## src/rtl/pipe_reg_skid_pkg.sv

```systemverilog
// -----------------------------------------------------------------------------
// pipe_reg_pkg
// Shared types for the pipe_reg_skid pipeline register.
//   skid_state_t : occupancy-coded FSM state (EMPTY / ONE / TWO)
//   OCC_W        : width of the occupancy output
//   occ_of()     : maps an FSM state to its entry count
// -----------------------------------------------------------------------------
package pipe_reg_pkg;

    typedef enum logic [1:0] {
        EMPTY = 2'd0,
        ONE   = 2'd1,
        TWO   = 2'd2
    } skid_state_t;

    localparam int OCC_W = 2;

    // The state encoding equals the number of held entries. The function keeps
    // that mapping in one place.
    function automatic logic [OCC_W-1:0] occ_of(input skid_state_t s);
        logic [OCC_W-1:0] occ;
        case (s)
            EMPTY:   occ = 2'd0;
            ONE:     occ = 2'd1;
            TWO:     occ = 2'd2;
            default: occ = 2'd0;
        endcase
        return occ;
    endfunction

endpackage

```

## src/rtl/pipe_reg_skid_data_reg.sv

```systemverilog
// -----------------------------------------------------------------------------
// pipe_data_reg
// N-bit data register with a load enable and a synchronous active-low clear
// to RESET_VAL. The clear overrides the load.
// Ports:
//   i_clk    rising-edge clock
//   i_clr_n  synchronous active-low clear (loads RESET_VAL)
//   i_load   load i_d at the next edge
//   i_d      data in  [N-1:0]
//   o_q      data out [N-1:0]
// -----------------------------------------------------------------------------
module pipe_data_reg #(
    parameter int           N         = 32,
    parameter logic [N-1:0] RESET_VAL = '0
) (
    input  logic         i_clk,
    input  logic         i_clr_n,
    input  logic         i_load,
    input  logic [N-1:0] i_d,
    output logic [N-1:0] o_q
);

    logic [N-1:0] r_q;

    always_ff @(posedge i_clk) begin
        if (!i_clr_n) begin
            r_q <= RESET_VAL;
        end else if (i_load) begin
            r_q <= i_d;
        end
    end

    assign o_q = r_q;

endmodule

```

## src/rtl/pipe_reg_skid.sv

```systemverilog
// -----------------------------------------------------------------------------
// pipe_reg_skid
// N-bit pipeline register with a valid/ready handshake, 2-entry skid storage
// and a synchronous flush. The block sustains 1 word/cycle. in_ready comes
// straight from a flop, so downstream back-pressure never forms a
// combinational path to the upstream stage.
//
// Handshake: a word moves on an edge where valid && ready are both 1
// (accept = in_valid && in_ready, pop = out_valid && out_ready). A producer
// holds its data and valid until the transfer. in_valid is ignored while
// in_ready = 0.
//
// Optional feature: define PIPE_REG_SKID_PERF_EN to add the stall_cnt [CW-1:0]
// output. The counter saturates, counts cycles where out_valid && !out_ready,
// and is cleared only by CLR.
//
// Ports:
//   clk        rising-edge clock
//   CLR        synchronous active-low reset
//   flush      synchronous flush; discards all held entries
//   in_valid   upstream presents DataIn
//   in_ready   block can accept (registered)
//   DataIn     write data [N-1:0]
//   out_valid  DataOut holds a valid entry
//   out_ready  downstream accepts
//   DataOut    head entry data [N-1:0]
//   occupancy  entries held (0..2)
//   stall_cnt  stall cycle counter [CW-1:0] (PIPE_REG_SKID_PERF_EN only)
// -----------------------------------------------------------------------------
module pipe_reg_skid
    import pipe_reg_pkg::*;
#(
    parameter int           N         = 32,
    parameter logic [N-1:0] RESET_VAL = '0
`ifdef PIPE_REG_SKID_PERF_EN
    ,
    parameter int           CW        = 16
`endif
) (
    input  logic             clk,
    input  logic             CLR,
    input  logic             flush,
    input  logic             in_valid,
    output logic             in_ready,
    input  logic [N-1:0]     DataIn,
    output logic             out_valid,
    input  logic             out_ready,
    output logic [N-1:0]     DataOut,
    output logic [OCC_W-1:0] occupancy
`ifdef PIPE_REG_SKID_PERF_EN
    ,
    output logic [CW-1:0]    stall_cnt
`endif
);

    skid_state_t  r_state;
    skid_state_t  w_next;
    logic         r_in_ready;

    logic         w_accept;
    logic         w_pop;
    logic         w_main_load;
    logic         w_main_from_skid;
    logic         w_skid_load;
    logic [N-1:0] w_main_d;
    logic [N-1:0] w_main_q;
    logic [N-1:0] w_skid_q;

    assign w_accept = in_valid && r_in_ready;
    assign w_pop    = out_valid && out_ready;

    // ---------------------------------------------------------------------
    // Next-state and data-register load selection
    // ---------------------------------------------------------------------
    always_comb begin
        w_next           = r_state;
        w_main_load      = 1'b0;
        w_main_from_skid = 1'b0;
        w_skid_load      = 1'b0;

        if (flush) begin
            // The data registers keep their contents. Only the state empties.
            // An accept in the same cycle is dropped. A pop in this cycle
            // still completes, because DataOut was valid.
            w_next = EMPTY;
        end else begin
            case (r_state)
                EMPTY: begin
                    if (w_accept) begin
                        w_main_load = 1'b1;
                        w_next      = ONE;
                    end
                end
                ONE: begin
                    if (w_accept && w_pop) begin
                        w_main_load = 1'b1;
                    end else if (w_accept) begin
                        w_skid_load = 1'b1;
                        w_next      = TWO;
                    end else if (w_pop) begin
                        w_next = EMPTY;
                    end
                end
                TWO: begin
                    // in_ready is low here, so only a pop can happen.
                    if (w_pop) begin
                        w_main_load      = 1'b1;
                        w_main_from_skid = 1'b1;
                        w_next           = ONE;
                    end
                end
                default: begin
                    w_next = EMPTY;
                end
            endcase
        end
    end

    assign w_main_d = w_main_from_skid ? w_skid_q : DataIn;

    // ---------------------------------------------------------------------
    // State register. in_ready is computed from the next state, so it is
    // available as a flop output in the following cycle.
    // ---------------------------------------------------------------------
    always_ff @(posedge clk) begin
        if (!CLR) begin
            r_state    <= EMPTY;
            r_in_ready <= 1'b1;
        end else begin
            r_state    <= w_next;
            r_in_ready <= (w_next != TWO);
        end
    end

    // ---------------------------------------------------------------------
    // Data storage
    // ---------------------------------------------------------------------
    pipe_data_reg #(
        .N         (N),
        .RESET_VAL (RESET_VAL)
    ) u_main_q (
        .i_clk   (clk),
        .i_clr_n (CLR),
        .i_load  (w_main_load),
        .i_d     (w_main_d),
        .o_q     (w_main_q)
    );

    pipe_data_reg #(
        .N         (N),
        .RESET_VAL (RESET_VAL)
    ) u_skid_q (
        .i_clk   (clk),
        .i_clr_n (CLR),
        .i_load  (w_skid_load),
        .i_d     (DataIn),
        .o_q     (w_skid_q)
    );

    assign in_ready  = r_in_ready;
    assign out_valid = (r_state != EMPTY);
    assign DataOut   = w_main_q;
    assign occupancy = occ_of(r_state);

`ifdef PIPE_REG_SKID_PERF_EN
    // ---------------------------------------------------------------------
    // Stall counter. A flush does not clear it.
    // ---------------------------------------------------------------------
    logic [CW-1:0] r_stall_cnt;

    always_ff @(posedge clk) begin
        if (!CLR) begin
            r_stall_cnt <= '0;
        end else if (out_valid && !out_ready && (r_stall_cnt != {CW{1'b1}})) begin
            r_stall_cnt <= r_stall_cnt + CW'(1);
        end
    end

    assign stall_cnt = r_stall_cnt;
`endif

endmodule

```

## config.mk

```make
export PLATFORM = sky130hd
export DESIGN_NAME = pipe_reg_skid
export DESIGN_NICKNAME = d
export VERILOG_FILES = /design/src/rtl/pipe_reg_skid_pkg.sv /design/src/rtl/pipe_reg_skid_data_reg.sv /design/src/rtl/pipe_reg_skid.sv
export SDC_FILE = /design/constraint.sdc
export NUM_CORES = 1
export LEC_CHECK = 0
export CORE_UTILIZATION = 41
export DETAILED_ROUTE_END_ITERATION = 10
export PLACE_DENSITY = 0.67
export SYNTH_ARGS = -nofsm -noshare
export SYNTH_HDL_FRONTEND = slang
export SYNTH_HIERARCHICAL = 1
export SYNTH_SLANG_ARGS = --single-unit
```

## constraint.sdc

```tcl
create_clock -name clk -period 2 [get_ports clk]
set_input_delay 0.5 -clock clk [delete_from_list [all_inputs] [get_ports clk]]
set_output_delay 0.5 -clock clk [all_outputs]
set_load 0.02 [all_outputs]
```

==> impl_metrics.ini <==
[outcome]
status = completed

[global_routing]
top_usage_layer = met2
met1_usage_pct = 19.1
grt_overflow = 0
grt_pass1_wl_um = 10100
grt_usage_pct = 15.6
grt_max_degree = 28
use_met2_pct = 25.1
grt_antenna_before_repair = 0
grt_pass1_vias = 2090
met3_usage_pct = 5.72

[layout]
area_delta_synth_final_pct = 30.0
fin_cells = 446
drive_above_1_share_pct = 19.3
final_util_pct = 56.6
fill_cells = 651
fin_nets = 379
n_antenna_cell = 0

[logic_synthesis]
syn_nets = 301
yosysUniqueCellTypes = 23
syn_area_sq_um = 3230
synth_area_leaders = dfxtp_1, mux2i_1, mux2_4
yosys.area.top_type = dfxtp_1
postSynthCellCount = 264
ys_ff_latch = 67
yosysWarnings = 6
avgSynthCellArea_sq_um = 12.2
yosysTopAreaCellShare_pct = 41.6
synth_seq_area_share_pct = 41.6

[cts]
cts_num_sinks = 67
worstSkewPairLatency_ns = 0.34
htreeDepth = 3
post_cts_buffers = 0
cts_buffer_depth = 2
hold_buffers = 0
cts_buffers = 9
cts_tree = yes
cts_root_buf = clkbuf_8
clkSlewWorstSetupHoldPaths_ns = 0.06

[timing]
fin_crit_sh_pct = 95.6
clock.fmax_ghz = 0.523
period_needed_ns = 1.91
rsz0062_at_grt = no
final-setup-viol-count = 0
relSlewSlack_pct = 82.2
slew_violations = 0
worst_pin_slew_ns = 0.267
fin_skew_ns = 0.00837
hold_viol_final = 0

[pwr]
cellPowerDensity_nw_per_um2 = 688
p_clk_share_pct = 35.1
p_sw_mw = 0.718
power.internal_mw = 2.17
pwr-share-seq_pct = 48.8
ir_drop_uv = 557
leakage_nw = 1.54
p_sw_share_pct = 24.9
p_comb_share_pct = 16.0

[die]
core_area_sq_um = 7410
start_util_pct = 43.5
die_w_um = 90.7
die_y_um = 90.7
num_rows = 31
die-area_sq_um = 8230
io_pins = 73

[place]
dp.cells = 430
dp_hpwl_um = 4150
place_congestion = 0.818
io_buffers = 72

[detailed_routing]
avgViaCountPerCell = 4.71
drc_errors = 0
ant_nets = 0
wirelength_um = 6080
vias = 2102
dr.pass1.iters = 4
first_iter_violations = 42
wl_per_cell_um = 13.6

[job]
maxCapViolCount = 0

[critical_path]
cp.arrival_ns = 2.13
required_ns = 2.22
cp_max_fo = 16
endpoint_kind = flop
crit_type = in2reg
worstSetupStartpointType = input pin

[worst_hold_path]
hold_path.class = reg2reg
-- worst max-delay path: stages --
cell and delay [ns]:
clkdlybuf4s50_1 0.47, nand2_1 0.08, o2bb2a_1 0.34, a21oi_4 0.24, buf_12 0.20, mux2i_1 0.22
nor2b_1 0.07
-- layer usage --
metal	share of wire (%)	wire length (um)
met1	47	2830
met2	46	2800
met3	6.2	377
met4	1.2	72
met5	0	0
-- power by group through the flow --
stage               sequential, mW  combinational [mW]  clock (mW)
floorplan                     1.48               0.225           0
finish                        1.41               0.462        1.01
CTS                           1.41               0.469        1.06
detailed placement            1.44               0.470           0
global placement              1.44               0.462           0
global route                  1.42               0.495        1.12
-- kinds of logic (layout without fill, tap and decap cells) --
group	Yosys count	after routing	synth area share (%)
flops	67	67	41.6
simple gates	75	75	14.7
buf+inv	20	103	7.56
mux	97	97	34.8
compound gates	5	5	1.28
-- registers in the layout (all words and copies together) (netlist names) --
register / flops
r_state: 2
u_main_q/o_q: 32
in_ready: 1
u_skid_q/o_q: 32
-- synth_stat cells --
cell type / count
o211a_1: 1
inv_1: 2
nor2_1: 2
clkbuf_1: 6
nand4b_1: 1
nor4_1: 1
or3_1: 1
mux2_4: 30
or2b_1: 1
mux2i_1: 65
and3b_1: 1
o2bb2a_1: 1
o32ai_1: 1
mux2_2: 2
nor2b_1: 65
nor2b_4: 1
or2_2: 1
o211ai_1: 1
nand2_1: 1
dfxtp_1: 67
a21oi_1: 1
buf_12: 9
buf_6: 3
-- repair_timing --
| action | in CTS | in global routing |
|---|---|---|
| endpoints found under the hold margin | 0 | 0 |
| cloned | 0 | 0 |
| gates resized for setup | 3 | 2 |
| setup endpoints to repair | 3 | 1 |
-- through the flow --
stage	total power, mW	TNS (ns)	cell area (sq um)	hold slack (ns)	setup slack [ns]
floorplan	1.71	0	3230	0.477	0.200
global placement	1.90	-9.85	4020	0.492	-0.194
detailed placement	1.91	-11.10	4020	0.504	-0.249
CTS	2.94	0	4200	0.525	0.0365
global route	3.03	0	4190	0.543	0.0209
finish	2.89	0	4190	0.520	0.0873
-- cell usage in the layout, fill, tap and decap left out, types with 2 or more instances in the layout --
cell             netlist  layout
clkdlybuf4s50_1        0      68
dfxtp_1               67      67
nor2b_1               65      65
mux2i_1               65      65
mux2_4                30      30
clkbuf_8               0      11
buf_4                  0       7
buf_12                 9       6
inv_1                  2       2
mux2_2                 2       2
nor2_1                 2       2
clkinvlp_4             0       2
clkinv_2               0       2
dlygate4sd2_1          0       2
-- final timing paths --
kind,start,end,slack (ns),depth (start not counted)
worst min-delay path,u_skid_q/o_q[13]$_SDFFE_PN0P_,u_skid_q/o_q[13]$_SDFFE_PN0P_,0.52,2
worst max register to register,r_state[0]$_SDFF_PN0_,u_main_q/o_q[17]$_SDFFE_PN0P_,0.13,6
worst max-delay path,in_valid,u_main_q/o_q[17]$_SDFFE_PN0P_,0.09,7
worst min register to register,u_skid_q/o_q[13]$_SDFFE_PN0P_,u_skid_q/o_q[13]$_SDFFE_PN0P_,0.52,2
-- area by class of cell --
type	instances	area (sq um)	share of cell area (%)
clock inverter	4	25.0	0.597
inverter	2	7.51	0.179
tap	99	124	2.95
sequential	67	1340	32.0
timing repair buffer	85	881	21.0
clock buffer	12	155	3.70
multi-input combinational	177	1660	39.6
Power figures use the tool's default switching activity.
